==> config.mk <==
export PLATFORM = sky130hd
export DESIGN_NAME = store_write_buffer
export DESIGN_NICKNAME = d
export VERILOG_FILES = /design/src/rtl/store_write_buffer.sv
export SDC_FILE = /design/constraint.sdc
export NUM_CORES = 1
export LEC_CHECK = 0
export BUFFER_PORTS_ARGS = -buffer_cell sky130_fd_sc_hd__buf_4
export CORE_ASPECT_RATIO = 0.7
export CORE_MARGIN = 2
export CORE_UTILIZATION = 57
export CTS_CLUSTER_SIZE = 16
export DETAILED_ROUTE_END_ITERATION = 10
export PLACE_DENSITY = 0.77
export SLEW_MARGIN = 20
export SYNTH_ARGS = -nofsm -noshare
export SYNTH_HDL_FRONTEND = slang
export SYNTH_SLANG_ARGS = --single-unit
==> constraint.sdc <==
create_clock -name clk -period 7 [get_ports clk]
set_input_delay 0.35 -clock clk [delete_from_list [all_inputs] [get_ports clk]]
set_output_delay 0.35 -clock clk [all_outputs]
set_load 0.03 [all_outputs]
==> src/rtl/store_write_buffer.sv <==
// Store write buffer: decodes size/offset into big-endian byte lanes, filters by partition and alignment, queues in a FIFO.
// Latency: an accepted legal store appears on mem_valid the cycle after acceptance (no fall-through).
// Backpressure: req_ready = !full; the head is held on mem_* until mem_ready; full blocks merges too.
module store_write_buffer #(
  parameter int         DATA_W     = 32,
  parameter int         ADDR_W     = 32,
  parameter int         DEPTH      = 4,
  parameter logic [3:0] PART_MASK  = 4'b1001,
  parameter logic [3:0] PART_MATCH = 4'b0001,
  parameter bit         COALESCE   = 1'b1
) (
  input  logic                        clk,
  input  logic                        rst_n,
  input  logic                        req_valid,
  output logic                        req_ready,
  input  logic [1:0]                  req_size,
  input  logic [ADDR_W-1:0]           req_addr,
  input  logic [DATA_W-1:0]           req_data,
  output logic                        mem_valid,
  input  logic                        mem_ready,
  output logic [ADDR_W-1:0]           mem_addr,
  output logic [DATA_W-1:0]           mem_data,
  output logic [DATA_W/8-1:0]         mem_we,
  output logic [$clog2(DEPTH):0]      count,
  output logic                        full,
  output logic                        empty,
  output logic                        misalign_err,
  output logic                        range_drop
);

  localparam int LANES = DATA_W / 8;
  localparam int OFF_W = $clog2(LANES);
  localparam int PTR_W = $clog2(DEPTH);
  localparam int CNT_W = PTR_W + 1;
  localparam logic [CNT_W-1:0] FULL_CNT = CNT_W'(DEPTH);

  typedef struct packed {
    logic [ADDR_W-1:0] addr;
    logic [DATA_W-1:0] data;
    logic [LANES-1:0]  we;
  } entry_t;

  entry_t            fifo_q [DEPTH];
  logic [PTR_W-1:0]  head_q;
  logic [PTR_W-1:0]  tail_q;
  logic [CNT_W-1:0]  count_q;
  logic [PTR_W-1:0]  last_idx;

  logic [3:0]        top_nib;
  logic              in_range;
  logic [OFF_W-1:0]  off;
  logic [3:0]        nbytes;
  logic              size_bad;
  logic [OFF_W-1:0]  align_mask;
  logic              align_bad;
  logic              legal;
  logic [ADDR_W-1:0] word_addr;
  logic [LANES-1:0]  new_we;
  logic [DATA_W-1:0] new_bmask;
  logic [DATA_W-1:0] left_just;
  logic [DATA_W-1:0] new_data;

  logic              accept;
  logic              pop;
  logic              merge;
  logic              push;

  // Request classification: partition, size legality, natural alignment.
  assign top_nib    = req_addr[ADDR_W-1 -: 4];
  assign in_range   = (top_nib & PART_MASK) == PART_MATCH;
  assign off        = req_addr[OFF_W-1:0];
  assign nbytes     = 4'd1 << req_size;
  assign size_bad   = int'(nbytes) > LANES;
  assign align_mask = OFF_W'(nbytes - 4'd1);
  assign align_bad  = |(off & align_mask);
  assign legal      = in_range & ~size_bad & ~align_bad;
  assign word_addr  = {req_addr[ADDR_W-1:OFF_W], {OFF_W{1'b0}}};

  // Lane enables: lane l holds byte offset LANES-1-l, enabled when inside [off, off+nbytes).
  always_comb begin
    new_we    = '0;
    new_bmask = '0;
    if (!size_bad) begin
      for (int l = 0; l < LANES; l++) begin
        if (((LANES - 1 - l) >= int'(off)) && ((LANES - 1 - l) < (int'(off) + int'(nbytes)))) begin
          new_we[l]            = 1'b1;
          new_bmask[l*8 +: 8]  = 8'hFF;
        end
      end
    end
  end

  // Steering: left-justify the store so its MSB byte sits at offset 0, then shift down to the offset.
  assign left_just = req_data << (8 * (LANES - int'(nbytes)));
  assign new_data  = (left_just >> (8 * int'(off))) & new_bmask;

  assign mem_valid = count_q != '0;
  assign empty     = count_q == '0;
  assign full      = count_q == FULL_CNT;
  assign req_ready = ~full;
  assign count     = count_q;

  // Outputs are zeroed while empty so stale entries never leak onto the port.
  assign mem_addr  = mem_valid ? fifo_q[head_q].addr : '0;
  assign mem_data  = mem_valid ? fifo_q[head_q].data : '0;
  assign mem_we    = mem_valid ? fifo_q[head_q].we   : '0;

  assign last_idx  = tail_q - PTR_W'(1);
  assign accept    = req_valid & req_ready;
  assign pop       = mem_valid & mem_ready;

  // A lone entry leaving this cycle cannot absorb a merge; the store becomes a fresh push instead.
  assign merge = COALESCE && accept && legal && (count_q != '0) &&
                 (fifo_q[last_idx].addr == word_addr) &&
                 !((count_q == CNT_W'(1)) && pop);
  assign push  = accept & legal & ~merge;

  // Entry storage: validity is tracked by the pointers and count, so the payload needs no reset.
  always_ff @(posedge clk) begin
    if (push) begin
      fifo_q[tail_q].addr <= word_addr;
      fifo_q[tail_q].data <= new_data;
      fifo_q[tail_q].we   <= new_we;
    end else if (merge) begin
      fifo_q[last_idx].we   <= fifo_q[last_idx].we | new_we;
      fifo_q[last_idx].data <= (fifo_q[last_idx].data & ~new_bmask) | new_data;
    end
  end

  // Pointer, occupancy and drop-pulse state.
  always_ff @(posedge clk or negedge rst_n) begin
    if (!rst_n) begin
      head_q       <= '0;
      tail_q       <= '0;
      count_q      <= '0;
      misalign_err <= 1'b0;
      range_drop   <= 1'b0;
    end else begin
      if (push) tail_q <= tail_q + PTR_W'(1);
      if (pop)  head_q <= head_q + PTR_W'(1);
      count_q      <= count_q + CNT_W'(push) - CNT_W'(pop);
      misalign_err <= accept & in_range & (size_bad | align_bad);
      range_drop   <= accept & ~in_range;
    end
  end

endmodule

After elaboration in Yosys (flattened, before gate mapping):

Memories as Yosys holds them, arrays and structs flattened.
Cells that the tools add are included.

* shift operators: 3
* add/sub/neg operators: 8
* bitwise gates (word level): 21
* equal/unequal tests: 4
* reductions and logical operators: 13
* muxes and demuxes: 21
* order comparisons: 8

Operators with widths (number)
* $mux W32: 3
* $mux W66: 1
* $reduce_or A66 Y1: 1
* $and A32 B32 Y32: 2
* $lt A3 B32 Y1 const A: 2
* $eq A32 B32 Y1: 1
* $lt A2 B32 Y1 const A: 1
* $mux W8: 4
* $not A32 Y32: 1
* $or A32 B32 Y32: 1
* $shl A32 B32 Y32: 1
* $shr A32 B5 Y32: 1
* $and A1 B1 Y1: 9
* $mux W1: 9
* $logic_and A1 B1 Y1: 8
* $mux W4: 2
* $add A2 B4 Y5: 1
* $lt A1 B5 Y1 const A: 1
* $not A1 Y1: 5
* $sub A3 B4 Y5 const A: 1
* $add A2 B1 Y2 const B: 2
* $ge A1 B2 Y1 const A: 2
* $gt A4 B3 Y1 const B: 1
* $mux W2: 2
* other kinds (15): 16

* output and inout bits: 77
* logic and storage cells: 84
* memories kept: 1
* memory bits (writable): 264
* register bits after elaboration: 9
* input port bits: 70

Memories
* fifo_q: depth 4, bits a word 66, rd ports 2, clocked after Yosys merged registers in 0, write ports 1, line 43 `entry_t fifo_q [DEPTH];`

Longest topological paths before layout:

Gate-level depths: netlist of run 1.

* depth in word-level cells: 16
* depth in mapped cells: 17
* gate-level depth less buffers: 14

Worst setup path after synthesis of run 1:

No wires, ideal clock.

* path kind: in2reg
* start: input req_size[1]
* end: memory fifo_q[0][0] (netlist name) (enable)
* path buffers: 3
* setup time: 0.474 ns
* stages on the path: 12
* data required time: 6.526 ns
* data arrival time: 5.293 ns
* path slack: 1.233 ns
* path through: clkbuf_1 -> buf_1 -> nor2_1 -> inv_1 -> ha_1 -> nor4_2 -> o311ai_1 -> nor4_4 -> nand3_2 -> buf_2 -> xnor2_1 -> nor3_1

* cells in the longest elaborated chain, start to end: 16
* elaborated cells between the ends (all ways): 24
* classes of those cells: 1 x add/sub; 1 x order compare; 1 x shift; 7 x mux; 8 x bitwise; 6 x reduce/logical

Ends and longest elaborated chain
* start, declared: line 16 `input logic [1:0] req_size,`
* $shl A1 B2 Y4 (*): line 72 `assign nbytes = 4'd1 << req_size;`
* $sub A2 B1 Y2: line 74 `assign align_mask = OFF_W'(nbytes - 4'd1);`
* $and A2 B2 Y2: line 75 `assign align_bad = |(off & align_mask);`
* $reduce_or A2 Y1: line 75
* $not A1 Y1: line 76 `assign legal = in_range & ~size_bad & ~align_bad;`
* $and A1 B1 Y1 (*): line 76
* $logic_and A1 B1 Y1 (3 in series): line 113 `assign merge = COALESCE && accept && legal && (count_q != '0) &&`
* $logic_and A1 B1 Y1: line 114 `(fifo_q[last_idx].addr == word_addr) &&`
* $not A1 Y1: line 116 `assign push = accept & legal & ~merge;`
* $and A1 B1 Y1: line 116
* $mux W1: line 120 `if (push) begin`
* $mux W1 (not written as such): line 125, 126
* $reduce_or A66 Y1 (no line)
* $mux W2 (no line)
* end, declared: line 43

Mark *: on every way between the ends. The rest lies on a longest branch, timed or not.

Worst setup path in the final report of run 1:

* start: register tail_q[0]
* end: memory fifo_q[2][0] (netlist name) (enable)

* cells in the longest elaborated chain, start to end: 11
* elaborated cells between the ends (all ways): 15
* classes of those cells: 1 x add/sub; 1 x eq/ne; 7 x mux; 2 x bitwise; 3 x reduce/logical; 1 x memory

Ends and longest elaborated chain
* start, declared: line 45 `logic [PTR_W-1:0] tail_q;`
* start signal, assigned: line 139 `if (push) tail_q <= tail_q + PTR_W'(1);`
* $sub A2 B1 Y2: line 108 `assign last_idx = tail_q - PTR_W'(1);`
* $mem_v2 Z4 W66
* $eq A32 B32 Y1: line 114
* $logic_and A1 B1 Y1: line 113
* $logic_and A1 B1 Y1: line 114
* $not A1 Y1: line 116
* $and A1 B1 Y1: line 116
* $mux W1: line 120
* $mux W1 (not written as such): line 125, 126
* $reduce_or A66 Y1 (no line)
* $mux W2 (no line)

Several ways; a longest one is shown, not always the timed one.

==> impl_summary.log, run 1 <==
INFO  metric met2_length = 15700 um
INFO  metric power_frac_comb = 42.9%
INFO  metric overall_power_after_layout = 6.22 mW
INFO  metric power_switching = between 2 and 2.5 mW
INFO  metric length_of_routed_wiring_on_met1 = 13800 um
INFO  metric ios = about 150
INFO  metric fp.dieArea = roughly 26000 sq um
INFO  metric drive_above_1_share = between 30 and 40%
INFO  metric clock_tree.buffer_depth = 3
INFO  metric drt_pass1_iterations = 5
INFO  metric finalHoldViolCount = 0
INFO  metric dp.final_hpwl = approximately 21000 um
INFO  metric seqCellArea = 8170 sq um
INFO  metric postCtsSetupRepairBufs = 0
INFO  metric postRouteAntennaNets = 0
INFO  metric final_min_period_over_clock_period = around three quarters
INFO  metric setup_viol = 0
INFO  metric timing.slew.headroom = 36.1%
INFO  metric floorplan.core_area = approximately 24000 sq um
INFO  metric synth_seq_cells = roughly 270
INFO  metric initial_core_util = 58.6%
INFO  metric timing.setup.tns = 0 ns
INFO  metric standby_leakage_power = approximately 5.5 nW
INFO  metric critical-path-max-stage-delay = between 0.9 and 1 ns
INFO  metric worstSetupStartpointType = flip-flop
INFO  metric timing.hold.worst.class = in -> reg
INFO  metric route.top_layer_used = met4
INFO  metric synth.yosys.seq_area_share = a little under 60%
INFO  metric seqPwrFrac = around a third
INFO  metric critical-path-top-cell-by-count = sky130_fd_sc_hd__buf_4
INFO  metric cp_slowest_cell = sky130_fd_sc_hd__dfrtp_4
INFO  metric grt_usage = about a quarter
INFO  metric vias_per_cell = 6.45
INFO  metric worstPathCellList = buf_4 -> mux4_2 -> xnor2_1 -> nand4_1 -> nor4_4 -> nand3_2 -> buf_4 -> xnor2_1 -> nor3_2 -> buf_4
INFO  metric portBuffers = between 100 and 150
INFO  metric globalRoute.totalOverflow = 0
INFO  metric syn_area_per_cell = about 16 sq um
INFO  metric multi_input_comb_area = 5500 sq um
INFO  metric syn-instance-count = 851
INFO  metric post_route_cell_area = roughly 16000 sq um
INFO  metric clkPwrFrac = a little under a quarter
INFO  metric synth-edff-count = 264
INFO  metric buffer_cell_driving_the_clock_tree_root = sky130_fd_sc_hd__clkbuf_16
INFO  metric antenna_found_initial = 1
INFO  metric yosys_warnings = 0
INFO  metric layout.nets = between 1k and 1.5k
INFO  metric worst-setup-path-type = reg -> reg
INFO  metric synth_area = about 14000 sq um
INFO  metric status = completed
INFO  metric route.met3.wl = roughly 3200 um
INFO  metric cp-end-kind = flip-flop
INFO  metric floorplan.die.height = about 130 um
INFO  metric power_density = around 380 nW/um^2
INFO  metric gp_routability_congestion = 0.846
INFO  metric post_route_minimum_period = around 5.3 ns
INFO  metric ctsHtreeMaxLevel = 1
INFO  metric route.detailed.drc = 0
INFO  metric number_of_global_route_vias_before_repair = approximately 8.4k
INFO  metric clk_pin_slew_worst_paths = roughly 0.06 ns
INFO  metric number_of_cts_inserted_buffers = 26
INFO  metric critPathArrivalTime = between 5 and 6 ns
INFO  metric grt_setup_unrepaired = false
INFO  metric max_slew.worst_pin.slew = around 0.95 ns
INFO  metric insertion_delay = 0.53 ns
INFO  metric grt_start_max_net_pins = 70
INFO  metric layout.filler_cells = approximately 1.6k
INFO  metric cts_tree = built
INFO  metric detail_route.wirelength = 33200 um
INFO  metric max-vdd-ir-drop = 0.239 mV
INFO  metric power_switching_share = roughly 36%
INFO  metric timing_max_transition_violations_final = 0
INFO  metric vias_after_detailed_routing = 8479
INFO  metric async_reset_ff_share = 3.30%
INFO  metric avgRoutedWirePerCell = ~25 um
INFO  metric path_max_fanout = 46
INFO  metric std_cell_rows = 47
INFO  metric drv_cap = 0
INFO  metric grt_first_pass_wirelength = slightly above 50000 um
INFO  metric die_x = about 190 um
INFO  metric fin_skew = 0.0128 ns
INFO  metric worst-endpoint-required = 7.16 ns
INFO  metric flow.area_growth_from_synthesis = 16.4%
INFO  metric drt_iter0_markers = approximately 850
INFO  metric maxClockFrequency = 0.187 GHz
INFO  metric final_core_util = 68.2%
INFO  metric numClockSinks = about 270
INFO  metric synth-main-ff-cell = sky130_fd_sc_hd__edfxtp_1
INFO  metric placed_cell_area = approximately 15000 sq um
INFO  metric intPower = 3.99 mW
INFO  metric synth.distinct_cells = between 40 and 50
[kinds of logic (layout without fill, tap and decap cells)]
kind of cell,Yosys count,count (layout),share of synthesized area [%]
flops,273,273,58.4
mux,158,158,23.2
fa+ha+maj,7,7,0.736
xor+xnor,37,37,2.32
other cells,1,3,0.0269
buf+inv,83,227,2.45
simple gates,200,200,8.67
compound gates,92,92,4.10
[worst max-delay path: cells and delay by family, from the launching register on]
family | cells | cell delay [ns]
mux | 1 | 0.55
buf+inv | 3 | 1.46
simple gates | 4 | 1.56
xor+xnor | 2 | 0.35
flops | 1 | 0.98
[state kept, by name, summed over array words and instances (netlist names)]
| register | flops |
|---|---|
| tail_q | 2 |
| fifo_q | 264 |
| head_q | 2 |
| range_drop | 1 |
| count | 3 |
| misalign_err | 1 |
[routing by layer]
metal,vias to the layer above,global-route usage [%]
met5,-,0
met4,0,5.21
met3,42,6.24
met2,406,40.4
met1,4371,39.7
li1,3660,-
[repair_timing]
action,CTS,global route
gates resized for setup,0,0
hold buffers,1,0
endpoints found under the hold margin,9,0
endpoints found under the setup margin,0,0
[area by class of cell]
cell class	instances	share of cell area (%)
flip-flops and latches	273	50.3
multi-input cells	496	33.9
repair buffers	162	7.50
clock buffers	37	4.58
well taps	318	2.45
clock inverters	11	0.878
inverters	17	0.393
diodes	1	0.0154
[per-stage QoR]
step                      setup WS [ns]  cells  hold slack (ns)
final                              1.66   1315           0.0647
after CTS                          1.65   1314           0.0544
after global placement             1.84   1265            0.185
after floorplan                    1.23    852           0.0544
after detailed placement           1.71   1265            0.183
after global routing               1.37   1314           0.0638
[cells in the mapped netlist (5+ instances only)]
cell type | instances | area share (%)
sky130_fd_sc_hd__nor2b_1 | 8 | 0.36
sky130_fd_sc_hd__o22ai_1 | 8 | 0.36
sky130_fd_sc_hd__dfrtp_1 | 9 | 1.6
sky130_fd_sc_hd__buf_2 | 6 | 0.22
sky130_fd_sc_hd__mux2_2 | 8 | 0.65
sky130_fd_sc_hd__inv_1 | 17 | 0.46
sky130_fd_sc_hd__a2bb2oi_1 | 5 | 0.31
sky130_fd_sc_hd__nand2_1 | 14 | 0.38
sky130_fd_sc_hd__a21oi_1 | 20 | 0.72
sky130_fd_sc_hd__mux4_2 | 132 | 21
sky130_fd_sc_hd__clkbuf_1 | 43 | 1.2
sky130_fd_sc_hd__ha_1 | 5 | 0.45
sky130_fd_sc_hd__nor3_1 | 5 | 0.18
sky130_fd_sc_hd__a22oi_1 | 6 | 0.32
sky130_fd_sc_hd__edfxtp_1 | 264 | 57
sky130_fd_sc_hd__and2_1 | 97 | 4.4
sky130_fd_sc_hd__nand4_1 | 15 | 0.67
sky130_fd_sc_hd__buf_1 | 12 | 0.32
sky130_fd_sc_hd__mux2i_1 | 18 | 1.3
sky130_fd_sc_hd__o21ai_0 | 34 | 1.2
sky130_fd_sc_hd__xnor2_1 | 34 | 2.1
sky130_fd_sc_hd__nand3b_1 | 21 | 1.1
sky130_fd_sc_hd__a221oi_1 | 5 | 0.31
sky130_fd_sc_hd__nor2_1 | 27 | 0.73
[power by group through the flow]
stage	combinational, mW	sequential [mW]	clock (mW)
3_5_place_dp	2.67	2.15	0
3_3_place_gp	2.66	2.15	0
5_1_grt	2.83	2.14	1.52
6_report	2.67	2.11	1.44
2_1_floorplan	2.05	1.93	0
4_1_cts	2.69	2.11	1.46
[path summary, 6_finish.rpt]
kind	from	to	slack [ns]	depth (start not counted)
worst max-delay path	tail_q[0]	fifo_q[2][0]	1.66	10
worst min-delay path	req_valid	range_drop	0.06	3
worst max register to register	tail_q[0]	fifo_q[2][0]	1.66	10
worst min register to register	count[0]	count[0]	0.65	1
max in group asynchronous	rst_n	tail_q[0]	6.63	2
min in group asynchronous	rst_n	head_q[1]	0.21	2
[layout by cell type (no fill, tap or decap), types with 4 or more instances in the layout]
cell type                   synthesis  layout
sky130_fd_sc_hd__edfxtp_1         264     264
sky130_fd_sc_hd__buf_4              4     161
sky130_fd_sc_hd__mux4_2           132     132
sky130_fd_sc_hd__and2_1            97      97
sky130_fd_sc_hd__xnor2_1           34      34
sky130_fd_sc_hd__o21ai_0           34      34
sky130_fd_sc_hd__clkbuf_16          0      27
sky130_fd_sc_hd__nor2_1            27      24
sky130_fd_sc_hd__nand3b_1          21      21
sky130_fd_sc_hd__a21oi_1           20      19
sky130_fd_sc_hd__mux2i_1           18      18
sky130_fd_sc_hd__inv_1             17      17
sky130_fd_sc_hd__nand4_1           15      15
sky130_fd_sc_hd__nand2_1           14      14
sky130_fd_sc_hd__nor2b_1            8       8
sky130_fd_sc_hd__o22ai_1            8       8
sky130_fd_sc_hd__mux2_2             8       8
sky130_fd_sc_hd__clkbuf_1          43       7
sky130_fd_sc_hd__a22oi_1            6       6
sky130_fd_sc_hd__a221oi_1           5       5
sky130_fd_sc_hd__a2bb2oi_1          5       5
sky130_fd_sc_hd__ha_1               5       5
sky130_fd_sc_hd__dfrtp_1            9       5
sky130_fd_sc_hd__a31o_2             4       4
sky130_fd_sc_hd__a21o_1             4       4
sky130_fd_sc_hd__nor3_2             0       4
sky130_fd_sc_hd__clkinv_2           0       4
sky130_fd_sc_hd__dfrtp_4            0       4
(Power assumes the default switching activity.)
==> run 2, diff against run 1 <==
Clock period 7 ns to 5.2 ns, I/O delays scaled along.
==> run 2 against run 1 <==
  * Critical path depth increased by 3
  * Register-to-register slack got worse by 0.88 ns
  * Sequential power is 40% higher
  * First-iteration DRC count is 1.3% lower
  * Clock-buffer cell count shrank 8
  * Power rose by 35%
  * Utilization increased by 0.15 points
  * Largest power group unchanged
==> impl_summary.log, run 2 (synthesis gave the netlist of run 1 again) <==
INFO  metric status = completed (unchanged)
INFO  metric post_cts_hold_buffer_count = 2 (was 1)
INFO  metric number_of_cts_inserted_buffers = 27 (was 26)
INFO  metric grt_usage = 26.5% (was 26.4%)
INFO  metric cts_tree = built (unchanged)
INFO  metric worst-setup-path-type = reg -> reg (unchanged)
INFO  metric drt_iter0_markers = 836 (was 847)
INFO  metric drive_above_1_share = 36.5% (was 36.6%)
INFO  metric regToRegEndpoint = count[2] (was fifo_q[2][0])
INFO  metric floorplan.die.height = 135 um (unchanged)
INFO  metric maxClockFrequency = 0.226 GHz (was 0.187 GHz)
INFO  metric drt_pass1_iterations = 5 (unchanged)
INFO  metric r2r_slack = 0.78 ns (was 1.66 ns)
INFO  metric flow.area_growth_from_synthesis = 16.7% (was 16.4%)
INFO  metric timing.slew.headroom = 28.9% (was 36.1%)
INFO  metric endpoint = count[2] (was fifo_q[2][0])
INFO  metric max_flop_register = fifo_q (unchanged)
INFO  metric grt_setup_unrepaired = false (unchanged)
INFO  metric detail_route.wirelength = 33200 um (about the same)
INFO  metric initial_core_util = 58.6% (unchanged)
INFO  metric timing.hold.worst.class = in -> reg (unchanged)
INFO  metric max_reg_flops = 264 (unchanged)
INFO  metric antenna_found_initial = 4 (was 1)
INFO  metric globalRoute.totalOverflow = 0 (unchanged)
INFO  metric max_slew.worst_pin.slew = 1.07 ns (was 0.953 ns)
INFO  metric die_x = 191 um (unchanged)
INFO  metric avgRoutedWirePerCell = 25.2 um (about the same)
INFO  metric setup_viol = 0 (unchanged)
INFO  metric final_core_util = 68.3% (was 68.2%)
INFO  metric layout.nets = 1059 (was 1053)
INFO  metric vias_per_cell = 6.39 (was 6.45)
INFO  metric vias_after_detailed_routing = 8445 (was 8479)
INFO  metric buffer_cell_driving_the_clock_tree_root = sky130_fd_sc_hd__clkbuf_16 (unchanged)
INFO  metric cp-end-kind = flip-flop (unchanged)
INFO  metric max-vdd-ir-drop = 0.384 mV (was 0.239 mV)
INFO  metric ios = 147 (unchanged)
INFO  metric clk_pin_slew_worst_paths = 0.07 ns (was 0.06 ns)
INFO  metric insertion_delay = 0.53 ns (about the same)
INFO  metric std_cell_rows = 47 (unchanged)
INFO  metric power_density = 514 nW/um^2 (was 383 nW/um^2)
INFO  metric grt_start_max_net_pins = 70 (unchanged)
INFO  metric gp_routability_congestion = 0.840 (was 0.846)
INFO  metric timing_max_transition_violations_final = 0 (unchanged)
INFO  metric worstSetupStartpointType = flip-flop (unchanged)
INFO  metric numClockSinks = 273 (unchanged)
INFO  metric final_common_cell = sky130_fd_sc_hd__edfxtp_1 (unchanged)
INFO  metric finalHoldViolCount = 0 (unchanged)
INFO  metric postCtsSetupRepairBufs = 0 (unchanged)
INFO  metric post_cts_resize_count = 0 (unchanged)
INFO  metric post_route_minimum_period = 4.42 ns (was 5.34 ns)
INFO  metric portBuffers = 144 (unchanged)
INFO  metric rr_worst_depth = 13 (was 10)
INFO  metric ctsHtreeMaxLevel = 1 (unchanged)
INFO  metric timing.setup.tns = 0 ns (unchanged)
INFO  metric multi_input_comb_area = 5510 sq um (was 5500 sq um)
INFO  metric critPathArrivalTime = 4.87 ns (was 5.50 ns)
INFO  metric drv_cap = 0 (unchanged)
INFO  metric fin_skew = 0.0114 ns (was 0.0128 ns)
INFO  metric seqCellArea = 8170 sq um (unchanged)
INFO  metric number_of_global_route_vias_before_repair = 8575 (was 8405)
INFO  metric final_min_period_over_clock_period = 85.1% (was 76.3%)
INFO  metric path_max_fanout = 51 (was 46)
INFO  metric worst_setup_path_startpoint = tail_q[0] (unchanged)
INFO  metric standby_leakage_power = 5.52 nW (was 5.49 nW)
INFO  metric worst-endpoint-required = 5.65 ns (was 7.16 ns)
INFO  metric fp.dieArea = 25800 sq um (unchanged)
INFO  metric dp.final_hpwl = 21900 um (was 21400 um)
INFO  metric floorplan.core_area = 23800 sq um (unchanged)
INFO  metric layout.filler_cells = 1598 (was 1594)
INFO  metric grt_first_pass_wirelength = 51100 um (was 50600 um)
INFO  metric regToRegStartpoint = tail_q[0] (unchanged)
INFO  metric postRouteAntennaNets = 0 (unchanged)
INFO  metric clock_tree.buffer_depth = 3 (unchanged)
INFO  metric overall_power_after_layout = 8.37 mW (was 6.22 mW)
INFO  metric mostFrequentLayoutCells = 264 x sky130_fd_sc_hd__edfxtp_1, 165 x sky130_fd_sc_hd__buf_4, 132 x sky130_fd_sc_hd__mux4_2 (was 264 x sky130_fd_sc_hd__edfxtp_1, 161 x sky130_fd_sc_hd__buf_4, 132 x sky130_fd_sc_hd__mux4_2)
INFO  metric route.detailed.drc = 0 (unchanged)
run 2: cell count changes in the layout (fill, tap and decap cells not counted):
cell / previous run / this run
sky130_fd_sc_hd__clkinvlp_4: 2 / 1
sky130_fd_sc_hd__clkinv_4: 1 / 0
sky130_fd_sc_hd__dlygate4sd3_1: 1 / 2
sky130_fd_sc_hd__or3_4: 0 / 1
sky130_fd_sc_hd__clkinv_2: 4 / 5
sky130_fd_sc_hd__clkinv_1: 0 / 9
sky130_fd_sc_hd__clkbuf_1: 7 / 2
sky130_fd_sc_hd__bufinv_16: 3 / 4
sky130_fd_sc_hd__or3_2: 1 / 0
sky130_fd_sc_hd__buf_4: 161 / 165
sky130_fd_sc_hd__clkbuf_8: 3 / 0
run 2: worst max-delay path: stages (launching register included):
cell and delay (ns):
sky130_fd_sc_hd__dfrtp_4 1.06, sky130_fd_sc_hd__mux4_2 0.62, sky130_fd_sc_hd__xnor2_1 0.19, sky130_fd_sc_hd__nand4_1 0.27, sky130_fd_sc_hd__nor4_4 0.54, sky130_fd_sc_hd__nand3_2 0.14
sky130_fd_sc_hd__buf_4 0.27, sky130_fd_sc_hd__nand2_2 0.16, sky130_fd_sc_hd__ha_1 0.13, sky130_fd_sc_hd__inv_1 0.04, sky130_fd_sc_hd__ha_1 0.18, sky130_fd_sc_hd__fa_1 0.38
sky130_fd_sc_hd__xnor2_1 0.17, sky130_fd_sc_hd__xnor2_1 0.14
run 2: how the worst min path moves through the flow:
stage / cells after the start / to / startpoint
global route: 1 / fifo_q[3][65] / req_addr[31]
detailed placement: 1 / head_q[1] / rst_n
finish: 1 / fifo_q[3][65] / req_addr[31]
global placement: 1 / range_drop / rst_n
floorplan: 0 / count[0] / rst_n
CTS: 1 / fifo_q[3][65] / req_addr[31]
run 2: power by group:
part	internal, mW	switching [mW]
registers	2.50	0.460
logic	1.73	1.75
clock network	1.14	0.795
run 2: per-stage QoR:
step                      instances  hold WS (ns)  worst slack [ns]  cell area, sq um
after CTS                      1320      0.000957             0.747             16300
after global placement         1269        0.0892             0.912             15400
after floorplan                 852       -0.0356            -0.544             14000
final                          1321        0.0166             0.775             16300
after detailed placement       1269        0.0932             0.784             15400
after global routing           1320       0.00278             0.421             16300
run 2: layout make-up:
class / instances / share of cell area (%)
clock buffer: 29 / 4.20
tap: 318 / 2.44
inverter: 17 / 0.392
sequential: 273 / 50.2
multi-input combinational: 496 / 33.8
clock inverter: 20 / 1.20
antenna: 1 / 0.0154
timing repair buffer: 167 / 7.73
run 2: metal layers:
layer	vias to the layer above	wire length (um)	global-route usage (%)
li1	3673	-	-
met1	4376	14300	40.7
met2	347	15500	39.9
met3	45	2890	5.82
met4	4	497	5.21
met5	-	26	0
==> run 3, diff against run 2 <==
Settings changed: ABC_CLOCK_PERIOD_IN_PS set to 5600.
Clock period 5.2 ns to 5.6 ns, I/O delays scaled along.
==> run 3 against run 2 <==
  * Utilization up 0.068 points
  * Worst setup slack better by 0.21 ns
  * Design area hardly changed
  * Largest cell class unchanged
  * Clock-buffer cell count up 8
  * Routed wire length increased by 0.60%
  * Highest routed layer is now met4
==> impl_summary.log, run 3 (synthesis gave the netlist of run 1 again) <==
INFO  metric route.detailed.drc = 0 (unchanged)
INFO  metric clock_tree.buffer_depth = 3 (unchanged)
INFO  metric finalHoldViolCount = 0 (unchanged)
INFO  metric final_core_util = 68.4% (was 68.3%)
INFO  metric vias_per_cell = 6.48 (was 6.39)
INFO  metric globalRoute.totalOverflow = 0 (unchanged)
INFO  metric avgRoutedWirePerCell = 25.3 um (was 25.2 um)
INFO  metric drive_above_1_share = 36.7% (was 36.5%)
INFO  metric flow.area_growth_from_synthesis = 16.8% (was 16.7%)
INFO  metric layout.filler_cells = 1588 (was 1598)
INFO  metric worst-setup-path-type = reg -> reg (unchanged)
INFO  metric post-route-worst-setup-slack = 0.980 ns (was 0.775 ns)
INFO  metric path_max_fanout = 58 (was 51)
INFO  metric timing.hold.worst.class = in -> reg (unchanged)
INFO  metric postCtsSetupRepairBufs = 0 (unchanged)
INFO  metric die_x = 191 um (unchanged)
INFO  metric placed_cells_incl_taps = 1269 (unchanged)
INFO  metric power_density = 479 nW/um^2 (was 514 nW/um^2)
INFO  metric cts_tree = built (unchanged)
INFO  metric postRouteAntennaNets = 0 (unchanged)
INFO  metric post_cts_resize_count = 0 (unchanged)
INFO  metric standby_leakage_power = 5.53 nW (was 5.52 nW)
INFO  metric number_of_global_route_vias_before_repair = 8588 (was 8575)
INFO  metric floorplan.core_area = 23800 sq um (unchanged)
INFO  metric fp.dieArea = 25800 sq um (unchanged)
INFO  metric post_route_cell_area = 16300 sq um (about the same)
INFO  metric worst-endpoint-required = 6.01 ns (was 5.65 ns)
INFO  metric buffer_cell_driving_the_clock_tree_root = sky130_fd_sc_hd__clkbuf_16 (unchanged)
INFO  metric ctsHtreeMaxLevel = 1 (unchanged)
INFO  metric max_reg_flops = 264 (unchanged)
INFO  metric number_of_cts_inserted_buffers = 26 (was 27)
INFO  metric layoutNonFillerInstCount = 1320 (was 1321)
INFO  metric dp_worst_setup_slack = 0.982 ns (was 0.784 ns)
INFO  metric std_cell_rows = 47 (unchanged)
INFO  metric worstSetupStartpointType = flip-flop (unchanged)
INFO  metric status = completed (unchanged)
INFO  metric mostFrequentLayoutCells = 264 x sky130_fd_sc_hd__edfxtp_1, 165 x sky130_fd_sc_hd__buf_4, 132 x sky130_fd_sc_hd__mux4_2 (unchanged)
INFO  metric final_min_period_over_clock_period = 82.5% (was 85.1%)
INFO  metric vias_after_detailed_routing = 8554 (was 8445)
INFO  metric ios = 147 (unchanged)
INFO  metric final_common_cell = sky130_fd_sc_hd__edfxtp_1 (unchanged)
INFO  metric overall_power_after_layout = 7.81 mW (was 8.37 mW)
INFO  metric placed_cell_area = 15400 sq um (unchanged)
INFO  metric max_flop_register = fifo_q (unchanged)
INFO  metric timing_max_transition_violations_final = 0 (unchanged)
INFO  metric fin_skew = 0.0111 ns (was 0.0114 ns)
INFO  metric floorplan.die.height = 135 um (unchanged)
INFO  metric drt_iter0_markers = 890 (was 836)
INFO  metric insertion_delay = 0.53 ns (about the same)
INFO  metric detail_route.wirelength = 33400 um (was 33200 um)
INFO  metric numClockSinks = 273 (unchanged)
INFO  metric critPathArrivalTime = 5.03 ns (was 4.87 ns)
INFO  metric antenna_found_initial = 1 (was 4)
INFO  metric max_slew.worst_pin.slew = 0.902 ns (was 1.07 ns)
INFO  metric maxClockFrequency = 0.216 GHz (was 0.226 GHz)
INFO  metric cp-end-kind = flip-flop (unchanged)
INFO  metric grt_setup_unrepaired = false (unchanged)
INFO  metric clk_pin_slew_worst_paths = 0.06 ns (was 0.07 ns)
INFO  metric portBuffers = 144 (unchanged)
INFO  metric grt_start_max_net_pins = 69 (was 70)
INFO  metric setup_viol = 0 (unchanged)
INFO  metric max-vdd-ir-drop = 0.375 mV (was 0.384 mV)
INFO  metric dp.final_hpwl = 22100 um (was 21900 um)
INFO  metric grt_first_pass_wirelength = 51100 um (about the same)
INFO  metric gp_routability_congestion = 0.847 (was 0.840)
INFO  metric initial_core_util = 58.6% (unchanged)
INFO  metric final.hold.worst_slack = 0.0297 ns (was 0.0166 ns)
INFO  metric drv_cap = 0 (unchanged)
INFO  metric drt_pass1_iterations = 5 (unchanged)
INFO  metric layout.nets = 1058 (was 1059)
INFO  metric timing.slew.headroom = 39.9% (was 28.9%)
INFO  metric timing.setup.tns = 0 ns (unchanged)
INFO  metric grt_usage = 26.6% (was 26.5%)
INFO  metric post_route_minimum_period = 4.62 ns (was 4.42 ns)
run 3: timing repair:
item,4_1_cts,5_1_grt
hold buffers,2,0
hold endpoints to repair,10,0
setup endpoints to repair,0,0
run 3: path summary, 6_finish.rpt:
kind / start / end / slack (ns) / depth (start not counted)
max in group asynchronous: rst_n / tail_q[0] / 5.33 / 2
worst max-delay path: tail_q[0] / count[2] / 0.98 / 14
worst max register to register: tail_q[0] / count[2] / 0.98 / 14
min in group asynchronous: rst_n / range_drop / 0.11 / 2
worst min-delay path: req_addr[31] / fifo_q[3][65] / 0.03 / 1
worst min register to register: count[0] / count[0] / 0.63 / 1
run 3: power by group:
part / switching (mW) / internal, mW
logic: 1.68 / 1.60
registers: 0.376 / 2.32
clock network: 0.725 / 1.11
total: 2.78 / 5.03
run 3: critical path: stages (launching register included):
cell and delay [ns]:
sky130_fd_sc_hd__dfrtp_4 0.95, sky130_fd_sc_hd__buf_4 0.37, sky130_fd_sc_hd__mux4_2 0.54, sky130_fd_sc_hd__xnor2_1 0.18
sky130_fd_sc_hd__nand4_1 0.21, sky130_fd_sc_hd__nor4_4 0.48, sky130_fd_sc_hd__nand3_2 0.13, sky130_fd_sc_hd__buf_4 0.37
sky130_fd_sc_hd__nand2_2 0.22, sky130_fd_sc_hd__ha_1 0.15, sky130_fd_sc_hd__inv_1 0.04, sky130_fd_sc_hd__ha_1 0.19
sky130_fd_sc_hd__fa_1 0.40, sky130_fd_sc_hd__xnor2_1 0.15, sky130_fd_sc_hd__xnor2_1 0.13
run 3: per-layer routing:
metal  GRT usage [%]  routed length [um]  vias to the layer above
li1                -                   -                     3662
met1            39.2               14000                     4392
met2            40.7               15700                      445
met3            6.60                3110                       55
met4            6.07                 674                        0
met5               0                   0                        -
run 3: layout make-up:
cell class | instances | area, sq um | area share, %
Clock buffer | 37 | 743 | 4.56
Clock inverter | 11 | 155 | 0.952
Timing Repair Buffer | 167 | 1260 | 7.73
Tap cell | 318 | 398 | 2.44
Antenna cell | 1 | 2.50 | 0.0154
Inverter | 17 | 63.8 | 0.392
Sequential cell | 273 | 8170 | 50.1
Multi-Input combinational cell | 496 | 5500 | 33.8
